$ cat src/rtl/tdm_pkg.sv
// Shared constants and state encoding for the 4-channel TDM demultiplexer.
// Latency: n/a (declarations only).
// Backpressure: n/a.
package tdm_pkg;

    localparam int NCH    = 4;
    localparam int SLOT_W = 2;

    typedef enum logic {
        HUNT   = 1'b0,
        LOCKED = 1'b1
    } state_t;

endpackage

$ cat src/rtl/tdm_deser_lane.sv
// One channel lane: MSB-first shift register plus held output word and valid pulse.
// Latency: word/word_valid update 1 clk after the completing load_en beat.
// Backpressure: none; the lane only moves when shift_en/load_en are asserted.
module tdm_deser_lane #(
    parameter int W = 8
) (
    input  logic         clk,
    input  logic         rst,
    input  logic         shift_en,
    input  logic         bit_in,
    input  logic         load_en,
    input  logic         clear,
    output logic [W-1:0] word,
    output logic         word_valid
);

    logic [W-1:0] sr;

    // Shift register: clear drops any partial word; a simultaneous shift seeds the MSB.
    always_ff @(posedge clk or posedge rst) begin
        if (rst) begin
            sr <= '0;
        end else if (clear) begin
            sr <= shift_en ? {{(W-1){1'b0}}, bit_in} : '0;
        end else if (shift_en) begin
            sr <= {sr[W-2:0], bit_in};
        end
    end

    // Output word takes the last W-1 shifted bits plus the completing bit; pulse valid with it.
    always_ff @(posedge clk or posedge rst) begin
        if (rst) begin
            word       <= '0;
            word_valid <= 1'b0;
        end else begin
            word_valid <= load_en;
            if (load_en) begin
                word <= {sr[W-2:0], bit_in};
            end
        end
    end

endmodule

$ cat src/rtl/tdm_demux4.sv
// 4-channel TDM deserializer: sof-acquired framing, flywheel lock, per-channel W-bit words.
// Latency: 1 clk from the completing beat to dout field update and ch_valid pulse.
// Backpressure: none; din_valid low stalls the slot/frame counters and all lanes.
module tdm_demux4
    import tdm_pkg::*;
#(
    parameter int W = 8
) (
    input  logic             clk,
    input  logic             rst,
    input  logic             din,
    input  logic             din_valid,
    input  logic             sof,
    output logic [NCH*W-1:0] dout,
    output logic [NCH-1:0]   ch_valid,
    output logic             lock,
    output logic             sync_err
);

    localparam int                FRAME_W    = $clog2(W);
    localparam logic [FRAME_W-1:0] FRAME_LAST = FRAME_W'(W - 1);
    localparam logic [SLOT_W-1:0]  SLOT_LAST  = SLOT_W'(NCH - 1);

    state_t              state, state_nxt;
    logic [SLOT_W-1:0]   slot, slot_nxt;
    logic [FRAME_W-1:0]  frame, frame_nxt;
    logic                serr_nxt;
    logic [NCH-1:0]      shift_en;
    logic [NCH-1:0]      load_en;
    logic                clear;
    logic                at_origin;

    assign at_origin = (frame == '0) && (slot == '0);
    assign lock      = (state == LOCKED);

    // State register.
    always_ff @(posedge clk or posedge rst) begin
        if (rst) begin
            state <= HUNT;
        end else begin
            state <= state_nxt;
        end
    end

    // Slot/frame position and the registered sync_err pulse.
    always_ff @(posedge clk or posedge rst) begin
        if (rst) begin
            slot     <= '0;
            frame    <= '0;
            sync_err <= 1'b0;
        end else begin
            slot     <= slot_nxt;
            frame    <= frame_nxt;
            sync_err <= serr_nxt;
        end
    end

    // Next state, counter advance, sof check and lane enable decode.
    always_comb begin
        state_nxt = state;
        slot_nxt  = slot;
        frame_nxt = frame;
        serr_nxt  = 1'b0;
        shift_en  = '0;
        load_en   = '0;
        clear     = 1'b0;
        if (din_valid) begin
            case (state)
                HUNT: begin
                    if (sof) begin
                        // Acquire: this beat is channel 0 MSB of a fresh group.
                        state_nxt   = LOCKED;
                        clear       = 1'b1;
                        shift_en[0] = 1'b1;
                        slot_nxt    = SLOT_W'(1);
                        frame_nxt   = '0;
                    end
                end
                LOCKED: begin
                    if (sof && !at_origin) begin
                        // Misplaced sof: drop partial words and realign on this beat.
                        serr_nxt    = 1'b1;
                        clear       = 1'b1;
                        shift_en[0] = 1'b1;
                        slot_nxt    = SLOT_W'(1);
                        frame_nxt   = '0;
                    end else begin
                        shift_en[slot] = 1'b1;
                        if (frame == FRAME_LAST) begin
                            load_en[slot] = 1'b1;
                        end
                        slot_nxt = slot + SLOT_W'(1);
                        if (slot == SLOT_LAST) begin
                            frame_nxt = (frame == FRAME_LAST) ? '0 : frame + FRAME_W'(1);
                        end
                    end
                end
                default: state_nxt = HUNT;
            endcase
        end
    end

    genvar k;
    generate
        for (k = 0; k < NCH; k++) begin : g_lane
            tdm_deser_lane #(
                .W (W)
            ) u_lane (
                .clk        (clk),
                .rst        (rst),
                .shift_en   (shift_en[k]),
                .bit_in     (din),
                .load_en    (load_en[k]),
                .clear      (clear),
                .word       (dout[k*W +: W]),
                .word_valid (ch_valid[k])
            );
        end
    endgenerate

endmodule

$ cat config.mk
export PLATFORM = sky130hd
export DESIGN_NAME = tdm_demux4
export DESIGN_NICKNAME = d
export VERILOG_FILES = /design/src/rtl/tdm_pkg.sv /design/src/rtl/tdm_deser_lane.sv /design/src/rtl/tdm_demux4.sv
export SDC_FILE = /design/constraint.sdc
export NUM_CORES = 1
export LEC_CHECK = 0
export CAP_MARGIN = 0
export CORE_UTILIZATION = 50
export CTS_BUF_LIST = sky130_fd_sc_hd__clkbuf_2
export CTS_CLUSTER_DIAMETER = 50
export DETAILED_ROUTE_END_ITERATION = 10
export PLACE_DENSITY = 0.74
export SETUP_SLACK_MARGIN = 0.3
export SLEW_MARGIN = 40
export SYNTH_ARGS = -nofsm -noshare
export SYNTH_HDL_FRONTEND = slang
export SYNTH_HIERARCHICAL = 1
export SYNTH_SLANG_ARGS = --single-unit
$ cat constraint.sdc
create_clock -name clk -period 2.7 [get_ports clk]
set_input_delay 0.27 -clock clk [delete_from_list [all_inputs] [get_ports clk]]
set_output_delay 0.27 -clock clk [all_outputs]
set_load 0.005 [all_outputs]
==> results_dict.tcl <==
set metrics [dict create \
    internal_power_mw 1.483 \
    finalSetupViolations 0 \
    placed_cells 334 \
    ports 43 \
    cpLargestDelayFamily "simple AND/OR/NAND/NOR gates" \
    stdcell_area_sq_um 3681 \
    synthCells 219 \
    hold_path.class "in -> async" \
    critical_path_cell_count 7 \
    syn_to_final_growth_pct 18.96 \
    tritoncts "built" \
    place_congestion 0.8040 \
    worst_clock_skew_ns 0.01887 \
    drt-total-wl_um 5038 \
    power_frac_seq 0.572 \
    swShare 0.2843 \
    muxShareOfSynthArea 0.2362 \
    count_of_buffer_and_inverter_cells_on_the_critical_path 1 \
    vdd_ir_drop_max_v 0.0003037 \
    grt_antenna_before_repair 0 \
    cts_hold_repair.buffers 0 \
    p_leak_nw 1.778 \
    setup.reg_to_reg.worst_slack_ns 0.50 \
    postRouteAntennaNets 0 \
    powerDensity_nw_per_um2 562.8 \
    yosysWarnings 6 \
    grt_start_max_net_pins 17 \
    cts.sink_count 71 \
    count_of_final_max_slew_check_failures 0 \
    synthSimpleGateAreaFrac 0.08047 \
    critPathRequiredTime_ns 3.07 \
    slew_headroom 0.5849 \
    cts-root-to-sink-buffers 2 \
    synthesis.area_per_instance_sq_um 14.13 \
    port-buffer-count 42 \
    clockPowerShare 0.274 \
    timing.final.hold_violations 0 \
    clkTransAtPathRegs_ns 0.17 \
    post_syn_area_sq_um 3094 \
    crit_path_cell_trace "inv_1, ha_1, nand3b_4, a21oi_2, and2_1, mux2i_1, nor2_1" \
    fin_tns_setup_ns 0 \
    setup.worst_path.start "slot[0]$_DFFE_PP0P_" \
    crit_path_max_fanout 11 \
    routedWlPerCell_um 14.39 \
    p_switching_mw 0.5890 \
    critical_path_cell_with_the_highest_stage_delay "sky130_fd_sc_hd__dfrtp_1" \
    r2r-start "slot[0]$_DFFE_PP0P_" \
    grt_pass1_vias 1729 \
    worst_hold_slack_ns 0.1773 \
    finalCriticalPeriod_ns 2.196 \
    drtIter0Drc 52 \
    yosys.area_share.adder 0.02831 \
    portion_of_the_post_synthesis_area_used_by_sequential_elements 0.5742 \
    core_sq_um 5956 \
    fp.dieH_um 80.67 \
    synth_xor_xnor_area_share 0 \
    critical_path_class "reg -> reg" \
    grt_first_pass_wirelength_um 8369 \
    design_power_total_mw 2.072 \
    critical_path_at_ns 2.57 \
    timing.critical_path.from_type "flop" \
    drc 0 \
    antenna-diode-count 0 \
    detailedPlacementHpwl_um 3401 \
    rsz_0062_raised_after_global_routing "no" \
    dpl-instance-area_sq_um 3575 \
    synth_cell_types 25 \
    post_layout_nonfiller_instances 350 \
    crit_path_max_incr_delay_ns 0.44 \
    worst-r2r-cell-count 7 \
    final_clock_period_utilization_by_the_worst_path 0.8134 \
    clock_tree.htree_level_count 3 \
    combinationalPowerShare 0.154 \
    critical_path.reg2reg.endpoint "g_lane[2].u_lane/sr[4]$_DFFE_PP0P_" \
    worst_slew_pin_slew_ns 0.6219 \
    cts_inserted_buffers 9 \
    gr-total-overflow 0 \
    max_clock_freq_ghz 0.4554 \
    cts_resized 0 \
    dieWidth_um 80.67 \
    route.vias.total 1765 \
    drt_pass1_iterations 4 \
    timing.max_cap.violations 0 \
    final.setup.worst_slack_ns 0.5039 \
    ctsRootBufferMaster "sky130_fd_sc_hd__clkbuf_2" \
    worst_setup_path_endpoint "g_lane[2].u_lane/sr[4]$_DFFE_PP0P_" \
    dieArea_sq_um 6507 \
    initial_utilization 0.5195 \
    post_route_cells_drive_above_1_share 0.2109 \
    globalRouteTotalUtil 0.1755 \
    synth_top_family_by_area "multiplexers" \
    rows 28 \
    synth-compound-area-share 0.04205 \
    vias_per_cell 5.043 \
    detailedPlace.worstSlack_ns 0.4664 \
    nets 282 \
    syn_nets 231 \
    worst_skew_pair.late_latency_ns 0.48 \
    status "complete, no violations" \
    yosys_register_bits 71 \
    critical_path.endpoint_type "flop" \
    post-cts-setup-buffers 0 \
    utilization 0.6181 \
]
[flip-flops by register name, summed over array words and instances (netlist names)]
signal,flops
frame,3
g_lane.u_lane/sr,28
g_lane.u_lane/word,32
g_lane.u_lane/word_valid,4
lock,1
slot,2
sync_err,1
[cell usage after synthesis]
library cell,count,area [sq um]
sky130_fd_sc_hd__a2111oi_4,1,27.53
sky130_fd_sc_hd__a211o_1,1,8.760
sky130_fd_sc_hd__a21o_1,2,15.01
sky130_fd_sc_hd__a21oi_1,2,10.01
sky130_fd_sc_hd__a21oi_2,1,8.760
sky130_fd_sc_hd__a22o_1,2,17.52
sky130_fd_sc_hd__a32o_1,1,10.01
sky130_fd_sc_hd__and2_1,4,25.02
sky130_fd_sc_hd__and3_1,5,31.28
sky130_fd_sc_hd__buf_4,4,30.03
sky130_fd_sc_hd__buf_6,5,56.30
sky130_fd_sc_hd__dfrtp_1,71,1777
sky130_fd_sc_hd__ha_1,7,87.58
sky130_fd_sc_hd__inv_1,9,33.78
sky130_fd_sc_hd__mux2_4,32,480.5
sky130_fd_sc_hd__mux2i_1,25,250.2
sky130_fd_sc_hd__nand2_1,6,22.52
sky130_fd_sc_hd__nand2_2,1,6.260
sky130_fd_sc_hd__nand2b_1,5,31.28
sky130_fd_sc_hd__nand3b_4,1,20.02
sky130_fd_sc_hd__nand4b_1,1,8.760
sky130_fd_sc_hd__nor2_1,26,97.59
sky130_fd_sc_hd__nor2b_1,1,6.260
sky130_fd_sc_hd__o211ai_1,1,7.510
sky130_fd_sc_hd__o21ai_0,5,25.02
[power groups by stage]
stage | registers, mW | logic [mW] | clock network, mW
floorplan | 1.19 | 0.257 | 0
global placement | 1.20 | 0.309 | 0
detailed placement | 1.21 | 0.321 | 0
CTS | 1.19 | 0.323 | 0.591
global route | 1.20 | 0.359 | 0.638
finish | 1.19 | 0.319 | 0.567
[cells by family after synthesis]
| kind of cell | Yosys count |
|---|---|
| buf+inv | 18 |
| flops | 71 |
| simple gates | 50 |
| fa+ha+maj | 7 |
| compound gates | 16 |
| mux | 57 |
[final cells by class]
type | count | area [sq um]
Timing Repair Buffer | 49 | 473.0
Sequential cell | 71 | 1777
Fill cell | 481 | 2275
Tap cell | 75 | 93.84
Multi-Input combinational cell | 130 | 1197
Inverter | 9 | 33.78
Clock inverter | 4 | 46.29
Clock buffer | 12 | 60.06
[per-layer routing]
layer / wire length, um / vias up / share of wire / GRT usage
li1: - / 850 / - / -
met1: 2520 / 879 / 0.50 / 0.2409
met3: 137 / 5 / 0.027 / 0.03409
met5: 0 / - / 0 / 0
met4: 73 / 0 / 0.014 / 0.1071
met2: 2307 / 31 / 0.46 / 0.2551
[layout by cell type, fill, tap and decap left out, drive strengths merged]
cell and count:
inv 9, nand4b 1, nand2 7, nor2b 1
mux2 32, clkdlybuf4s50 42, bufinv 1, a22o 2
clkinvlp 1, a21o 2, a2111oi 1, clkbuf 12
a21oi 3, mux2i 25, dfrtp 71, a211o 1
ha 7, a32o 1, clkinv 2, nand3b 1
nor2 26, and2 4, o211ai 1, buf 7
and3 5, nand2b 5, o21ai 5
[worst min-delay path by stage]
stage	slack, ns	cells past startpoint	from	end
after floorplan	0.07	1	rst	frame[0]$_DFFE_PP0P_
after global placement	0.49	1	g_lane[3].u_lane/word[3]$_DFFE_PP0P_	g_lane[3].u_lane/word[3]$_DFFE_PP0P_
after detailed placement	0.50	1	g_lane[3].u_lane/word[7]$_DFFE_PP0P_	g_lane[3].u_lane/word[7]$_DFFE_PP0P_
after CTS	0.15	2	rst	slot[0]$_DFFE_PP0P_
after global routing	0.16	2	rst	slot[0]$_DFFE_PP0P_
final	0.18	2	rst	slot[0]$_DFFE_PP0P_
Power figures use the tool's default switching activity.
